===== src/rtl/lcd_reader.sv =====
// lcd_reader: HD44780 4-bit read cycle engine with optional busy-flag polling
module lcd_reader #(
  parameter int FREQ       = 50000000,
  parameter int POLL_LIMIT = 1000
) (
  input  logic       CLK,
  input  logic       RST,
  input  logic       readReq,
  input  logic       readRs,
  input  logic       pollMode,
  input  logic [3:0] LCD_D_IN,
  output logic       LCD_RS,
  output logic       LCD_RW,
  output logic       LCD_E,
  output logic       LCD_D_OE,
  output logic       ready,
  output logic [7:0] dataOut,
  output logic       busyFlag,
  output logic       readDone,
  output logic       timeout
);
  localparam logic [20:0] PHASE_LAST = 21'(FREQ / 1000000 - 1);
  localparam logic [16:0] LIMIT = 17'(POLL_LIMIT);
  typedef enum logic [2:0] {IDLE, SETUP, E_HI1, E_LO1, E_HI2, E_LO2, TURN} state_t;
  state_t state;
  logic [20:0] phaseCnt;
  logic [15:0] pollCnt;
  logic [16:0] pollNext;
  logic [3:0] hiNib, loNib;
  logic rsLatched, polling, phaseEnd;
  assign phaseEnd = phaseCnt == '0;
  assign pollNext = {1'b0, pollCnt} + 17'd1;
  // Phase sequencer: every non-idle phase lasts N cycles; all bus outputs are registered on phase transitions
  always_ff @(posedge CLK) begin
    if (RST) begin
      state <= IDLE;
      phaseCnt <= '0;
      pollCnt <= '0;
      rsLatched <= 1'b0;
      polling <= 1'b0;
      hiNib <= '0;
      loNib <= '0;
      LCD_RS <= 1'b0;
      LCD_RW <= 1'b0;
      LCD_E <= 1'b0;
      LCD_D_OE <= 1'b1;
      ready <= 1'b1;
      dataOut <= '0;
      busyFlag <= 1'b0;
      readDone <= 1'b0;
      timeout <= 1'b0;
    end else begin
      readDone <= 1'b0;
      timeout <= 1'b0;
      if (state != IDLE) phaseCnt <= phaseEnd ? PHASE_LAST : phaseCnt - 21'd1;
      case (state)
        IDLE: if (readReq) begin
          rsLatched <= readRs;
          polling <= pollMode & ~readRs;
          pollCnt <= '0;
          phaseCnt <= PHASE_LAST;
          LCD_RS <= readRs;
          LCD_RW <= 1'b1;
          LCD_D_OE <= 1'b0;
          ready <= 1'b0;
          state <= SETUP;
        end
        SETUP: if (phaseEnd) begin
          LCD_E <= 1'b1;
          state <= E_HI1;
        end
        E_HI1: if (phaseEnd) begin
          hiNib <= LCD_D_IN;
          LCD_E <= 1'b0;
          state <= E_LO1;
        end
        E_LO1: if (phaseEnd) begin
          LCD_E <= 1'b1;
          state <= E_HI2;
        end
        E_HI2: if (phaseEnd) begin
          loNib <= LCD_D_IN;
          LCD_E <= 1'b0;
          state <= E_LO2;
        end
        E_LO2: if (phaseEnd) begin
          pollCnt <= pollNext[15:0];
          if (polling && hiNib[3] && pollNext < LIMIT) state <= SETUP;
          else begin
            LCD_RW <= 1'b0;
            state <= TURN;
          end
        end
        TURN: if (phaseEnd) begin
          dataOut <= {hiNib, loNib};
          busyFlag <= ~rsLatched & hiNib[3];
          readDone <= 1'b1;
          timeout <= polling & hiNib[3];
          LCD_D_OE <= 1'b1;
          LCD_RS <= 1'b0;
          ready <= 1'b1;
          state <= IDLE;
        end
        default: state <= IDLE;
      endcase
    end
  end
endmodule

===== config.mk =====
export PLATFORM = sky130hd
export DESIGN_NAME = lcd_reader
export DESIGN_NICKNAME = d
export VERILOG_FILES = /design/src/rtl/lcd_reader.sv
export SDC_FILE = /design/constraint.sdc
export NUM_CORES = 1
export LEC_CHECK = 0
export ABC_AREA = 1
export CAP_MARGIN = 20
export CORE_MARGIN = 3
export CORE_UTILIZATION = 35
export DETAILED_ROUTE_END_ITERATION = 12
export PLACE_DENSITY = 0.58
export SLEW_MARGIN = 5
export SYNTH_ARGS = -nofsm -noshare
export SYNTH_HDL_FRONTEND = slang
export SYNTH_SLANG_ARGS = --single-unit

===== constraint.sdc =====
create_clock -name CLK -period 2 [get_ports CLK]
set_clock_uncertainty 0.15 [all_clocks]
set_input_delay 0.5 -clock CLK [delete_from_list [all_inputs] [get_ports CLK]]
set_output_delay 0.5 -clock CLK [all_outputs]
set_load 0.05 [all_outputs]

; Word-level counts from Yosys, hierarchy flattened
; Index checks and enable logic that the tools add are counted.
[op_classes]
n_mul = 0
n_div = 0
bitwise = 7
n_reduce_logical = 21
n_shift = 0
addsub = 2
magnitude_cmp = 1
n_eq_ne = 16
muxes = 28
[op_table]
columns = op, count
row1 = two-way mux 21 bit, 4
row2 = two-way mux 16 bit, 2
row3 = case mux 16 bit (2 select lines), 1
row4 = two-way mux 3 bit, 8
row5 = logical NOT 21 bit, 1
row6 = case mux 3 bit (7 select lines), 1
row7 = "subtractor 21 x 1 -> 21 bit, second input constant", 1
row8 = "adder 16 x 1 -> 17 bit, second input constant", 1
row9 = "< comparator 17 x 10 -> 1 bit, second input constant", 1
row10 = "!= test 2 bit, second input constant", 8
row11 = "equality test 3 bit, second input constant", 3
row12 = AND reduction 3 bit, 3
row13 = two-way mux 1 bit, 8
row14 = case mux 1 bit (2 select lines), 4
row15 = AND reduction 2 bit, 4
row16 = AND reduction 7 bit, 1
row17 = "equality test 3 x 2 -> 1 bit, second input constant", 2
row18 = nonzero test 2 bit, 3
row19 = OR reduction 2 bit, 3
row20 = "!= test 2 x 1 -> 1 bit, second input constant", 2
row21 = inverter 1 bit, 4
row22 = AND reduction 4 bit, 1
row23 = bitwise AND 1 bit, 3
row24 = "equality test 3 x 1 -> 1 bit, second input constant", 1
row25 = other kinds (4), 5
[totals]
mem_count = 0
wordCells = 90
romBits = 0
latch_bits = 0
ff_bits = 65
ram_bits = 0
inputBits = 9

; Longest topological paths before layout
; Gate-level depths: netlist of the first run.
[depth]
word_depth = 6
mapped_depth = 17
mapped_depth_nobuf = 17

; Worst setup path before layout of the first run
; No wires, ideal clock.
[synth_path]
path_type = register -> register
from = register phaseCnt[0]
to = register pollCnt[11]
synth_period_minus_slack_ns = 2.036
setup_ns = 0.131
arrival_ns = 1.756
setup_slack_ns = -0.036
required_time_ns = 1.719
path_stages_with_launch = 12
path_cell_list = dfxtp_1 inv_1 ha_1 nor3b_4 nand2_2 nor2_4 nand3_1 o21ai_0 nand2_2 buf_4 nand2_1 a21oi_2
[synth_between]
elab_chain_cells = 3
[synth_rtl]
columns = item, line_no
row1 = from (decl), 26  ; logic [20:0] phaseCnt;
row2 = from (signal assigned), 55  ; if (state != IDLE) phaseCnt <= phaseEnd ? PHASE_LAST : phaseCnt - 21'd1;
row3 = logical NOT 21 bit, 31  ; assign phaseEnd = phaseCnt == '0;
row4 = != test 2 bit (no source line), -
row5 = AND reduction 3 bit (no source line), -
row6 = to (signal assigned), 87  ; pollCnt <= pollNext[15:0];
row7 = to (decl), 27  ; logic [15:0] pollCnt;
; Every way passes these cells.
; A chain may end at the register's enable or synchronous reset.

; Worst setup path after layout of the first run
[layout_path]
from = register phaseCnt[0]
to = register LCD_E
[layout_between]
elab_chain_cells = 3
elab_cells_between_ends = 4
cone_classes = 2 x eq/ne / 2 x reduce/logical
[layout_rtl]
columns = item, line_no
row1 = logical NOT 21 bit *, 31
row2 = != test 2 x 1 -> 1 bit (no source line), -
row3 = AND reduction 3 bit (no source line) *, -
row4 = to (signal assigned), 45  ; LCD_E <= 1'b0;
row5 = to (signal assigned), 69  ; LCD_E <= 1'b1;
row6 = to (signal assigned), 74  ; LCD_E <= 1'b0;
row7 = to (decl), 14  ; output logic LCD_E,
; Every way passes the cells marked *; elsewhere a longest branch is shown, timed or not.

==> flow_summary.html, run 1 <==
<table>
<tr><th>Metric</th><th>Value</th></tr>
<tr><th colspan="2">Outcome</th></tr>
<tr><td>Result of the run</td><td>complete, but fails checks</td></tr>
<tr><td>Failing checks</td><td>negative setup slack</td></tr>
<tr><th colspan="2">Layout</th></tr>
<tr><td>Growth of design area from synthesis to finish</td><td>42.4%</td></tr>
<tr><td>Share of final-layout standard cells stronger than drive strength 1</td><td>0.348</td></tr>
<tr><td>Final core area utilization</td><td>0.515</td></tr>
<tr><td>Fill cell instance count of the final layout</td><td>903</td></tr>
<tr><td>Number of nets in the finished design</td><td>586</td></tr>
<tr><td>Most frequent standard cell in the layout excluding fill and tap cells</td><td>sky130_fd_sc_hd__nand2_1</td></tr>
<tr><td>Most used cells in the layout excluding fill and tap cells</td><td>123 x sky130_fd_sc_hd__nand2_1, 63 x sky130_fd_sc_hd__buf_4, 57 x sky130_fd_sc_hd__dfxtp_1, 43 x sky130_fd_sc_hd__nor2_1, 42 x sky130_fd_sc_hd__a21oi_1</td></tr>
<tr><td>Final instance area</td><td>0.00476 mm^2</td></tr>
<tr><td>Antenna diode instance count</td><td>0</td></tr>
<tr><th colspan="2">Synth</th></tr>
<tr><td>Asr flop ratio synth</td><td>0</td></tr>
<tr><td>Post-synthesis cell area</td><td>0.00334 mm^2</td></tr>
<tr><td>Dominant cell type by area after synthesis</td><td>sky130_fd_sc_hd__dfxtp_1</td></tr>
<tr><td>Net count after synthesis</td><td>501</td></tr>
<tr><td>Sequential element share of the synthesized area</td><td>0.389</td></tr>
<tr><td>Top cells by area in the synthesized netlist</td><td>sky130_fd_sc_hd__dfxtp_1 39%, sky130_fd_sc_hd__nand2_1 16%, sky130_fd_sc_hd__a21oi_1 7.9%</td></tr>
<tr><td>Synth unique cells</td><td>40</td></tr>
<tr><td>Most used flip-flop cell after synthesis</td><td>sky130_fd_sc_hd__dfxtp_1</td></tr>
<tr><td>Cells after Synth</td><td>490</td></tr>
<tr><td>Yosys Warn Count</td><td>0</td></tr>
<tr><td>EDFF count, synth</td><td>0</td></tr>
<tr><td>Synth Register Bits</td><td>65</td></tr>
<tr><td>Area share of the largest cell type after synthesis</td><td>0.389</td></tr>
<tr><td>Avg Cell Area, Syn</td><td>6.82 um^2</td></tr>
<tr><th colspan="2">Clocking</th></tr>
<tr><td>Root Buffer Master</td><td>sky130_fd_sc_hd__clkbuf_8</td></tr>
<tr><td>Number of buffers inserted by hold repair at cts</td><td>0</td></tr>
<tr><td>CTS HTree Levels</td><td>3</td></tr>
<tr><td>Longest Clk Path Bufs</td><td>2</td></tr>
<tr><td>Clock latency of the later-clocked register in the worst-skew pair</td><td>0.35 ns</td></tr>
<tr><td>TritonCTS sink count</td><td>65</td></tr>
<tr><td>CTS tree</td><td>yes</td></tr>
<tr><td>Clock transition at the registers of the reported paths</td><td>0.09 ns</td></tr>
<tr><td>TritonCTS Buffers</td><td>9</td></tr>
<tr><th colspan="2">Route</th></tr>
<tr><td>Drt via density</td><td>4.85</td></tr>
<tr><td>Drc violations</td><td>0</td></tr>
<tr><td>TritonRoute pass-1 iters</td><td>4</td></tr>
<tr><td>Average wire length per cell after detail routing</td><td>12.8 um</td></tr>
<tr><td>Via total after detailed routing</td><td>3440</td></tr>
<tr><td>Detailed Route Iter0 Violations</td><td>153</td></tr>
<tr><td>Final Routed Wirelength</td><td>9080 um</td></tr>
<tr><td>Post-DRT Antenna Nets</td><td>0</td></tr>
<tr><th colspan="2">Placed design</th></tr>
<tr><td>HPWL reported at the end of detailed placement</td><td>6140 um</td></tr>
<tr><td>Final weighted congestion in routability-driven placement</td><td>0.834</td></tr>
<tr><td>Placed cell area</td><td>0.00402 mm^2</td></tr>
<tr><td>PortBufs</td><td>24</td></tr>
<tr><th colspan="2">Job</th></tr>
<tr><td>Number of max-capacitance violations reported</td><td>0</td></tr>
<tr><th colspan="2">STA</th></tr>
<tr><td>Final setup violation count</td><td>2</td></tr>
<tr><td>Unrepaired setup endpoints after global routing</td><td>yes</td></tr>
<tr><td>Number of hold violations in the final report</td><td>0</td></tr>
<tr><td>Highest achievable clock rate</td><td>0.494 GHz</td></tr>
<tr><td>Final worst setup slack</td><td>-0.0257 ns</td></tr>
<tr><td>Max transition margin</td><td>0.756</td></tr>
<tr><td>Final Slew Violations</td><td>0</td></tr>
<tr><td>Total Neg Setup Slack</td><td>-0.0361 ns</td></tr>
<tr><td>Min Clock Period, post-route</td><td>2.03 ns</td></tr>
<tr><td>Worst hold margin</td><td>0.313 ns</td></tr>
<tr><td>Worst slew pin tran</td><td>0.361 ns</td></tr>
<tr><td>Final period utilization</td><td>1.01</td></tr>
<tr><th colspan="2">Global route</th></tr>
<tr><td>Vias in the first global route</td><td>3301</td></tr>
<tr><td>Global router's overall resource usage</td><td>0.165</td></tr>
<tr><td>Number of antenna violations at the first check in global routing</td><td>0</td></tr>
<tr><td>Global route total overflow</td><td>0</td></tr>
<tr><td>First-pass GRT wire length</td><td>15000 um</td></tr>
<tr><td>Pin count of the biggest net entering global routing</td><td>23</td></tr>
<tr><th colspan="2">Setup path</th></tr>
<tr><td>Setup crit end kind</td><td>register</td></tr>
<tr><td>Critical register-to-register path startpoint</td><td>phaseCnt[0]</td></tr>
<tr><td>Crit. Startpoint</td><td>phaseCnt[0]</td></tr>
<tr><td>Max FO, Critical Path</td><td>4</td></tr>
<tr><td>Worst path arrival time</td><td>2.11 ns</td></tr>
<tr><td>Worst-case register-to-register setup slack</td><td>-0.03 ns</td></tr>
<tr><td>Sort of element at the start of the critical path</td><td>register</td></tr>
<tr><td>Critical path type</td><td>register to register</td></tr>
<tr><td>CP required</td><td>2.09 ns</td></tr>
<tr><th colspan="2">Power and ir drop</th></tr>
<tr><td>Post-layout power</td><td>6.57 mW</td></tr>
<tr><td>Static power due to leakage</td><td>1.88 nW</td></tr>
<tr><td>Max rail drop VDD</td><td>0.887 mV</td></tr>
<tr><td>Power per Cell Area</td><td>1380 mW/mm^2</td></tr>
<tr><th colspan="2">Hold path</th></tr>
<tr><td>Path category of the worst min-delay check</td><td>register to register</td></tr>
<tr><td>Startpoint of the most critical hold path</td><td>dataOut[4]</td></tr>
<tr><th colspan="2">Die</th></tr>
<tr><td>Die width</td><td>104 um</td></tr>
<tr><td>I/O pin cnt</td><td>25</td></tr>
<tr><td>Die Height</td><td>104 um</td></tr>
<tr><td>Number of placement rows</td><td>35</td></tr>
<tr><td>Die area</td><td>0.0108 mm^2</td></tr>
<tr><td>Starting utilization of the core area</td><td>0.362</td></tr>
<tr><td>Core region area</td><td>0.00924 mm^2</td></tr>
</table>
## power by group
part	leakage, nW	switching [mW]	total [mW]	internal [mW]
Clock	0.107	0.590	1.19	0.602
Combinational	1.25	2.12	3.69	1.57
Sequential	0.531	0.190	1.69	1.50
## timing repair
item | in CTS | in global routing
buffers inserted | 4 | 9
hold endpoints to repair | 0 | 0
pin swaps | 8 | 42
gates resized for setup | 17 | 112
cloned | 1 | 2
setup endpoints to repair | 46 | 54
## layer usage
metal  track usage  vias up  share of wire
li1              -     1776              -
met1         0.213     1601           0.47
met2         0.279       58           0.48
met3        0.0368        5          0.037
met4        0.0437        0         0.0067
met5             0        -              0
## cell usage after synthesis (2+ instances only)
cell type	number
sky130_fd_sc_hd__a21oi_1	53
sky130_fd_sc_hd__a21oi_2	2
sky130_fd_sc_hd__xor2_1	6
sky130_fd_sc_hd__ha_1	2
sky130_fd_sc_hd__nand3_1	28
sky130_fd_sc_hd__clkbuf_1	7
sky130_fd_sc_hd__nor2_4	2
sky130_fd_sc_hd__nand2_2	3
sky130_fd_sc_hd__nand2_4	2
sky130_fd_sc_hd__nor4_1	5
sky130_fd_sc_hd__xnor2_1	6
sky130_fd_sc_hd__nor2_2	4
sky130_fd_sc_hd__buf_2	2
sky130_fd_sc_hd__inv_1	44
sky130_fd_sc_hd__dfxtp_1	65
sky130_fd_sc_hd__nand3b_1	2
sky130_fd_sc_hd__o21ai_0	22
sky130_fd_sc_hd__nand2_1	146
sky130_fd_sc_hd__nand4_1	11
sky130_fd_sc_hd__nor3_1	4
sky130_fd_sc_hd__buf_4	3
sky130_fd_sc_hd__nor2_1	53
## registers in the layout (all words and copies together), names as in the netlist, 3 cells and up
register and count:
state 3, phaseCnt 21, dataOut 8, hiNib 4, loNib 4, pollCnt 16
## worst max-delay path, stage by stage (launching register included)
cell and delay (ns):
sky130_fd_sc_hd__dfxtp_2 0.34, sky130_fd_sc_hd__inv_2 0.07, sky130_fd_sc_hd__ha_4 0.12, sky130_fd_sc_hd__nor3b_4 0.20, sky130_fd_sc_hd__nand2_2 0.15, sky130_fd_sc_hd__nor2_4 0.15
sky130_fd_sc_hd__nand4_4 0.11, sky130_fd_sc_hd__buf_6 0.16, sky130_fd_sc_hd__nor2_4 0.12, sky130_fd_sc_hd__buf_2 0.19, sky130_fd_sc_hd__buf_4 0.13, sky130_fd_sc_hd__nor4_1 0.04
## final timing paths
kind / to / cells past startpoint
max reg2reg: LCD_E / 11
min: dataOut[4] / 2
max: LCD_E / 11
min reg2reg: dataOut[4] / 2
## metrics by stage
stage	setup WS, ns	cells
2_1_floorplan	0.00740	490
4_1_cts	-0.0359	700
3_3_place_gp	-0.0551	679
3_5_place_dp	-0.111	679
5_1_grt	-0.163	709
6_report	-0.0257	709
## cell type report
cell class / instances / area [um^2] / share of cell area
Tap cell: 129 / 161 / 0.0339
Multi-Input combinational cell: 366 / 2160 / 0.454
Clock inverter: 7 / 85.1 / 0.0179
Clock buffer: 9 / 124 / 0.0260
Sequential cell: 65 / 1320 / 0.277
Timing Repair Buffer: 87 / 738 / 0.155
Inverter: 46 / 173 / 0.0363
## cells by family after synthesis
family,Yosys count,synth area share
flip-flops,65,0.389
adder cells (fa/ha/maj),2,0.00749
AND/OR/NAND/NOR,267,0.363
buffers and inverters,60,0.0752
AO/OA/AOI/OAI,84,0.134
XOR/XNOR,12,0.0314
No activity file was read; power rests on OpenSTA's default activity.
==> run 2: changes to the inputs <==
CORE_UTILIZATION = 30   (was 35)
CTS_CLUSTER_SIZE = 30   (was default)
PLACE_DENSITY = 0.52   (was 0.58)
RECOVER_POWER = 50   (was default)
==> flow_summary.html, run 2 (same netlist as run 1, synthesis figures left out) <==
<table>
<tr><th>Metric</th><th>Value</th></tr>
<tr><th colspan="2">Outcome</th></tr>
<tr><td>Result of the run</td><td>complete, but fails checks (unchanged)</td></tr>
<tr><td>Failing checks</td><td>negative setup slack (unchanged)</td></tr>
<tr><th colspan="2">Layout</th></tr>
<tr><td>Largest register FFs</td><td>21 (unchanged)</td></tr>
<tr><td>Most flop-heavy register</td><td>phaseCnt (unchanged)</td></tr>
<tr><td>Fill cell instance count of the final layout</td><td>1139 (was 903)</td></tr>
<tr><td>Most used cells in the layout excluding fill and tap cells</td><td>142 x sky130_fd_sc_hd__nand2_1, 56 x sky130_fd_sc_hd__buf_4, 55 x sky130_fd_sc_hd__dfxtp_1, 51 x sky130_fd_sc_hd__a21oi_1, 45 x sky130_fd_sc_hd__nor2_1 (was 123 x sky130_fd_sc_hd__nand2_1, 63 x sky130_fd_sc_hd__buf_4, 57 x sky130_fd_sc_hd__dfxtp_1, 43 x sky130_fd_sc_hd__nor2_1, 42 x sky130_fd_sc_hd__a21oi_1)</td></tr>
<tr><td>Share of final-layout standard cells stronger than drive strength 1</td><td>0.257 (was 0.348)</td></tr>
<tr><td>Most frequent standard cell in the layout excluding fill and tap cells</td><td>sky130_fd_sc_hd__nand2_1 (unchanged)</td></tr>
<tr><td>Antenna diode instance count</td><td>0 (unchanged)</td></tr>
<tr><td>Final instance area</td><td>0.00447 mm^2 (was 0.00476 mm^2)</td></tr>
<tr><td>Growth of design area from synthesis to finish</td><td>33.8% (was 42.4%)</td></tr>
<tr><td>Number of nets in the finished design</td><td>586 (unchanged)</td></tr>
<tr><td>Largest registers</td><td>phaseCnt (21), pollCnt (16), dataOut (8) (unchanged)</td></tr>
<tr><th colspan="2">Job</th></tr>
<tr><td>Number of max-capacitance violations reported</td><td>0 (unchanged)</td></tr>
<tr><th colspan="2">Global route</th></tr>
<tr><td>First-pass GRT wire length</td><td>14800 um (was 15000 um)</td></tr>
<tr><td>Vias in the first global route</td><td>3143 (was 3301)</td></tr>
<tr><td>Global route total overflow</td><td>0 (unchanged)</td></tr>
<tr><td>Global router's overall resource usage</td><td>0.144 (was 0.165)</td></tr>
<tr><td>Pin count of the biggest net entering global routing</td><td>30 (was 23)</td></tr>
<tr><td>Number of antenna violations at the first check in global routing</td><td>0 (unchanged)</td></tr>
<tr><th colspan="2">Setup path</th></tr>
<tr><td>Critical path type</td><td>register to register (unchanged)</td></tr>
<tr><td>Worst path arrival time</td><td>2.16 ns (was 2.11 ns)</td></tr>
<tr><td>Max FO, Critical Path</td><td>3 (was 4)</td></tr>
<tr><td>Sort of element at the start of the critical path</td><td>register (unchanged)</td></tr>
<tr><td>Setup crit end kind</td><td>register (unchanged)</td></tr>
<tr><td>Worst r2r dst</td><td>LCD_E (unchanged)</td></tr>
<tr><td>CP required</td><td>2.12 ns (was 2.09 ns)</td></tr>
<tr><td>Reg2reg path depth</td><td>11 (unchanged)</td></tr>
<tr><td>Worst-case register-to-register setup slack</td><td>-0.04 ns (was -0.03 ns)</td></tr>
<tr><td>Crit. Startpoint</td><td>phaseCnt[1] (was phaseCnt[0])</td></tr>
<tr><td>Critical register-to-register path startpoint</td><td>phaseCnt[1] (was phaseCnt[0])</td></tr>
<tr><th colspan="2">Hold path</th></tr>
<tr><td>Startpoint of the most critical hold path</td><td>rsLatched (was dataOut[4])</td></tr>
<tr><td>Number of cells on the worst hold path</td><td>2 (unchanged)</td></tr>
<tr><td>Hold Crit Endpoint</td><td>rsLatched (was dataOut[4])</td></tr>
<tr><td>Path category of the worst min-delay check</td><td>register to register (unchanged)</td></tr>
<tr><th colspan="2">Route</th></tr>
<tr><td>Final Routed Wirelength</td><td>8700 um (was 9080 um)</td></tr>
<tr><td>Detailed Route Iter0 Violations</td><td>173 (was 153)</td></tr>
<tr><td>Via total after detailed routing</td><td>3330 (was 3440)</td></tr>
<tr><td>Average wire length per cell after detail routing</td><td>12.2 um (was 12.8 um)</td></tr>
<tr><td>Drt via density</td><td>4.65 (was 4.85)</td></tr>
<tr><td>Drc violations</td><td>0 (unchanged)</td></tr>
<tr><td>TritonRoute pass-1 iters</td><td>6 (was 4)</td></tr>
<tr><td>Post-DRT Antenna Nets</td><td>0 (unchanged)</td></tr>
<tr><th colspan="2">Clocking</th></tr>
<tr><td>Number of buffers inserted by hold repair at cts</td><td>0 (unchanged)</td></tr>
<tr><td>CTS HTree Levels</td><td>3 (unchanged)</td></tr>
<tr><td>Longest Clk Path Bufs</td><td>2 (unchanged)</td></tr>
<tr><td>Root Buffer Master</td><td>sky130_fd_sc_hd__clkbuf_8 (unchanged)</td></tr>
<tr><td>Clock latency of the later-clocked register in the worst-skew pair</td><td>0.36 ns (was 0.35 ns)</td></tr>
<tr><td>CTS tree</td><td>yes (unchanged)</td></tr>
<tr><td>TritonCTS Buffers</td><td>9 (unchanged)</td></tr>
<tr><td>Clock transition at the registers of the reported paths</td><td>0.08 ns (was 0.09 ns)</td></tr>
<tr><td>TritonCTS sink count</td><td>65 (unchanged)</td></tr>
<tr><th colspan="2">Die</th></tr>
<tr><td>Number of placement rows</td><td>37 (was 35)</td></tr>
<tr><td>Starting utilization of the core area</td><td>0.317 (was 0.362)</td></tr>
<tr><td>Die width</td><td>112 um (was 104 um)</td></tr>
<tr><td>I/O pin cnt</td><td>25 (unchanged)</td></tr>
<tr><td>Core region area</td><td>0.0106 mm^2 (was 0.00924 mm^2)</td></tr>
<tr><td>Die Height</td><td>112 um (was 104 um)</td></tr>
<tr><td>Die area</td><td>0.0124 mm^2 (was 0.0108 mm^2)</td></tr>
<tr><th colspan="2">STA</th></tr>
<tr><td>Max transition margin</td><td>0.600 (was 0.756)</td></tr>
<tr><td>Final setup violation count</td><td>9 (was 2)</td></tr>
<tr><td>Final period utilization</td><td>1.02 (was 1.01)</td></tr>
<tr><td>Number of hold violations in the final report</td><td>0 (unchanged)</td></tr>
<tr><td>Min Clock Period, post-route</td><td>2.04 ns (was 2.03 ns)</td></tr>
<tr><td>Highest achievable clock rate</td><td>0.490 GHz (was 0.494 GHz)</td></tr>
<tr><td>Final worst setup slack</td><td>-0.0398 ns (was -0.0257 ns)</td></tr>
<tr><td>Total Neg Setup Slack</td><td>-0.194 ns (was -0.0361 ns)</td></tr>
<tr><td>Final Slew Violations</td><td>0 (unchanged)</td></tr>
<tr><td>Unrepaired setup endpoints after global routing</td><td>yes (unchanged)</td></tr>
<tr><td>Worst slew pin tran</td><td>0.602 ns (was 0.361 ns)</td></tr>
<tr><td>Worst hold margin</td><td>0.310 ns (was 0.313 ns)</td></tr>
<tr><th colspan="2">Power and ir drop</th></tr>
<tr><td>Sequential fraction of design power</td><td>0.273 (was 0.257)</td></tr>
<tr><td>Net switching power of the design</td><td>2.65 mW (was 2.90 mW)</td></tr>
<tr><td>Cell Int Power</td><td>3.56 mW (was 3.67 mW)</td></tr>
<tr><td>Static power due to leakage</td><td>1.78 nW (was 1.88 nW)</td></tr>
<tr><td>Post-layout power</td><td>6.21 mW (was 6.57 mW)</td></tr>
<tr><td>Max rail drop VDD</td><td>0.802 mV (was 0.887 mV)</td></tr>
<tr><td>Net Sw Frac</td><td>0.427 (was 0.441)</td></tr>
<tr><td>Proportion of power drawn by combinational gates</td><td>0.543 (was 0.562)</td></tr>
<tr><td>Clock power frac</td><td>0.185 (was 0.181)</td></tr>
<tr><td>Power per Cell Area</td><td>1390 mW/mm^2 (was 1380 mW/mm^2)</td></tr>
<tr><th colspan="2">Placed design</th></tr>
<tr><td>HPWL reported at the end of detailed placement</td><td>6160 um (was 6140 um)</td></tr>
<tr><td>Placed cell area</td><td>0.00406 mm^2 (was 0.00402 mm^2)</td></tr>
<tr><td>Final weighted congestion in routability-driven placement</td><td>0.830 (was 0.834)</td></tr>
<tr><td>PortBufs</td><td>24 (unchanged)</td></tr>
</table>
[run 2: cell count changes in the layout (fill, tap and decap cells not counted), moves of 5 or more]
cell	change
sky130_fd_sc_hd__nand2_1	+19
sky130_fd_sc_hd__nand2_2	-15
sky130_fd_sc_hd__a21oi_1	+9
sky130_fd_sc_hd__a21oi_2	-9
sky130_fd_sc_hd__buf_6	-9
sky130_fd_sc_hd__clkbuf_2	+9
sky130_fd_sc_hd__o21ai_2	-9
sky130_fd_sc_hd__o21ai_0	+8
sky130_fd_sc_hd__buf_4	-7
sky130_fd_sc_hd__clkbuf_1	+7
sky130_fd_sc_hd__nand3_1	+6
sky130_fd_sc_hd__nand3_2	-5
[run 2: area by class of cell]
class / count / area (um^2) / share of cell area
clock buffer: 9 / 124 / 0.0277
clock inverter: 7 / 78.8 / 0.0176
inverter: 46 / 173 / 0.0386
multi-input combinational: 366 / 1950 / 0.437
sequential: 65 / 1320 / 0.295
tap: 136 / 170 / 0.0381
timing repair buffer: 87 / 654 / 0.146
[run 2: worst max-delay path, stage by stage (launching register included)]
cell,delay (ns)
sky130_fd_sc_hd__dfxtp_2,0.33
sky130_fd_sc_hd__inv_2,0.07
sky130_fd_sc_hd__ha_4,0.13
sky130_fd_sc_hd__nor3b_4,0.23
sky130_fd_sc_hd__nand2_4,0.11
sky130_fd_sc_hd__nor2_4,0.15
sky130_fd_sc_hd__buf_6,0.11
sky130_fd_sc_hd__nand4_1,0.11
sky130_fd_sc_hd__nor3_2,0.18
sky130_fd_sc_hd__buf_4,0.14
sky130_fd_sc_hd__a21oi_2,0.04
sky130_fd_sc_hd__nor4_1,0.20
[run 2: power by group through the flow]
stage	clock, mW	sequential (mW)	combinational (mW)
global route	1.26	1.72	3.71
CTS	1.20	1.68	3.17
global placement	0	1.70	3.03
finish	1.15	1.69	3.37
floorplan	0	1.77	1.81
detailed placement	0	1.70	3.04
[run 2: how the worst max path moves through the flow]
stage,endpoint,slack (ns),cells past startpoint
4_1_cts,state[0],-0.03,13
2_1_floorplan,LCD_RS,0.007,11
5_1_grt,LCD_E,-0.21,11
3_5_place_dp,phaseCnt[11],-0.15,7
3_3_place_gp,phaseCnt[11],-0.08,7
6_report,LCD_E,-0.04,11
[run 2: per-stage QoR]
step           instances   util  setup slack [ns]
2_1_floorplan        490      -           0.00740
3_3_place_gp         688  0.384           -0.0832
3_5_place_dp         688  0.384            -0.149
4_1_cts              707  0.409           -0.0340
5_1_grt              716  0.424            -0.208
6_report             716  0.424           -0.0398
[run 2: what timing repair did]
| item | CTS | global route |
|---|---|---|
| gates cloned | 2 | 0 |
| setup buffers | 1 | 10 |
| endpoints found under the setup margin | 25 | 60 |
| resized for setup | 10 | 50 |
| pin swaps | 5 | 14 |
[run 2: per-layer routing]
metal  vias up  global-route usage  routed length (um)
met3        12              0.0315                 323
li1       1764                   -                   -
met1      1501               0.192                4320
met4         0              0.0576                 146
met2        53               0.227                3910
met5         -                   0                   0
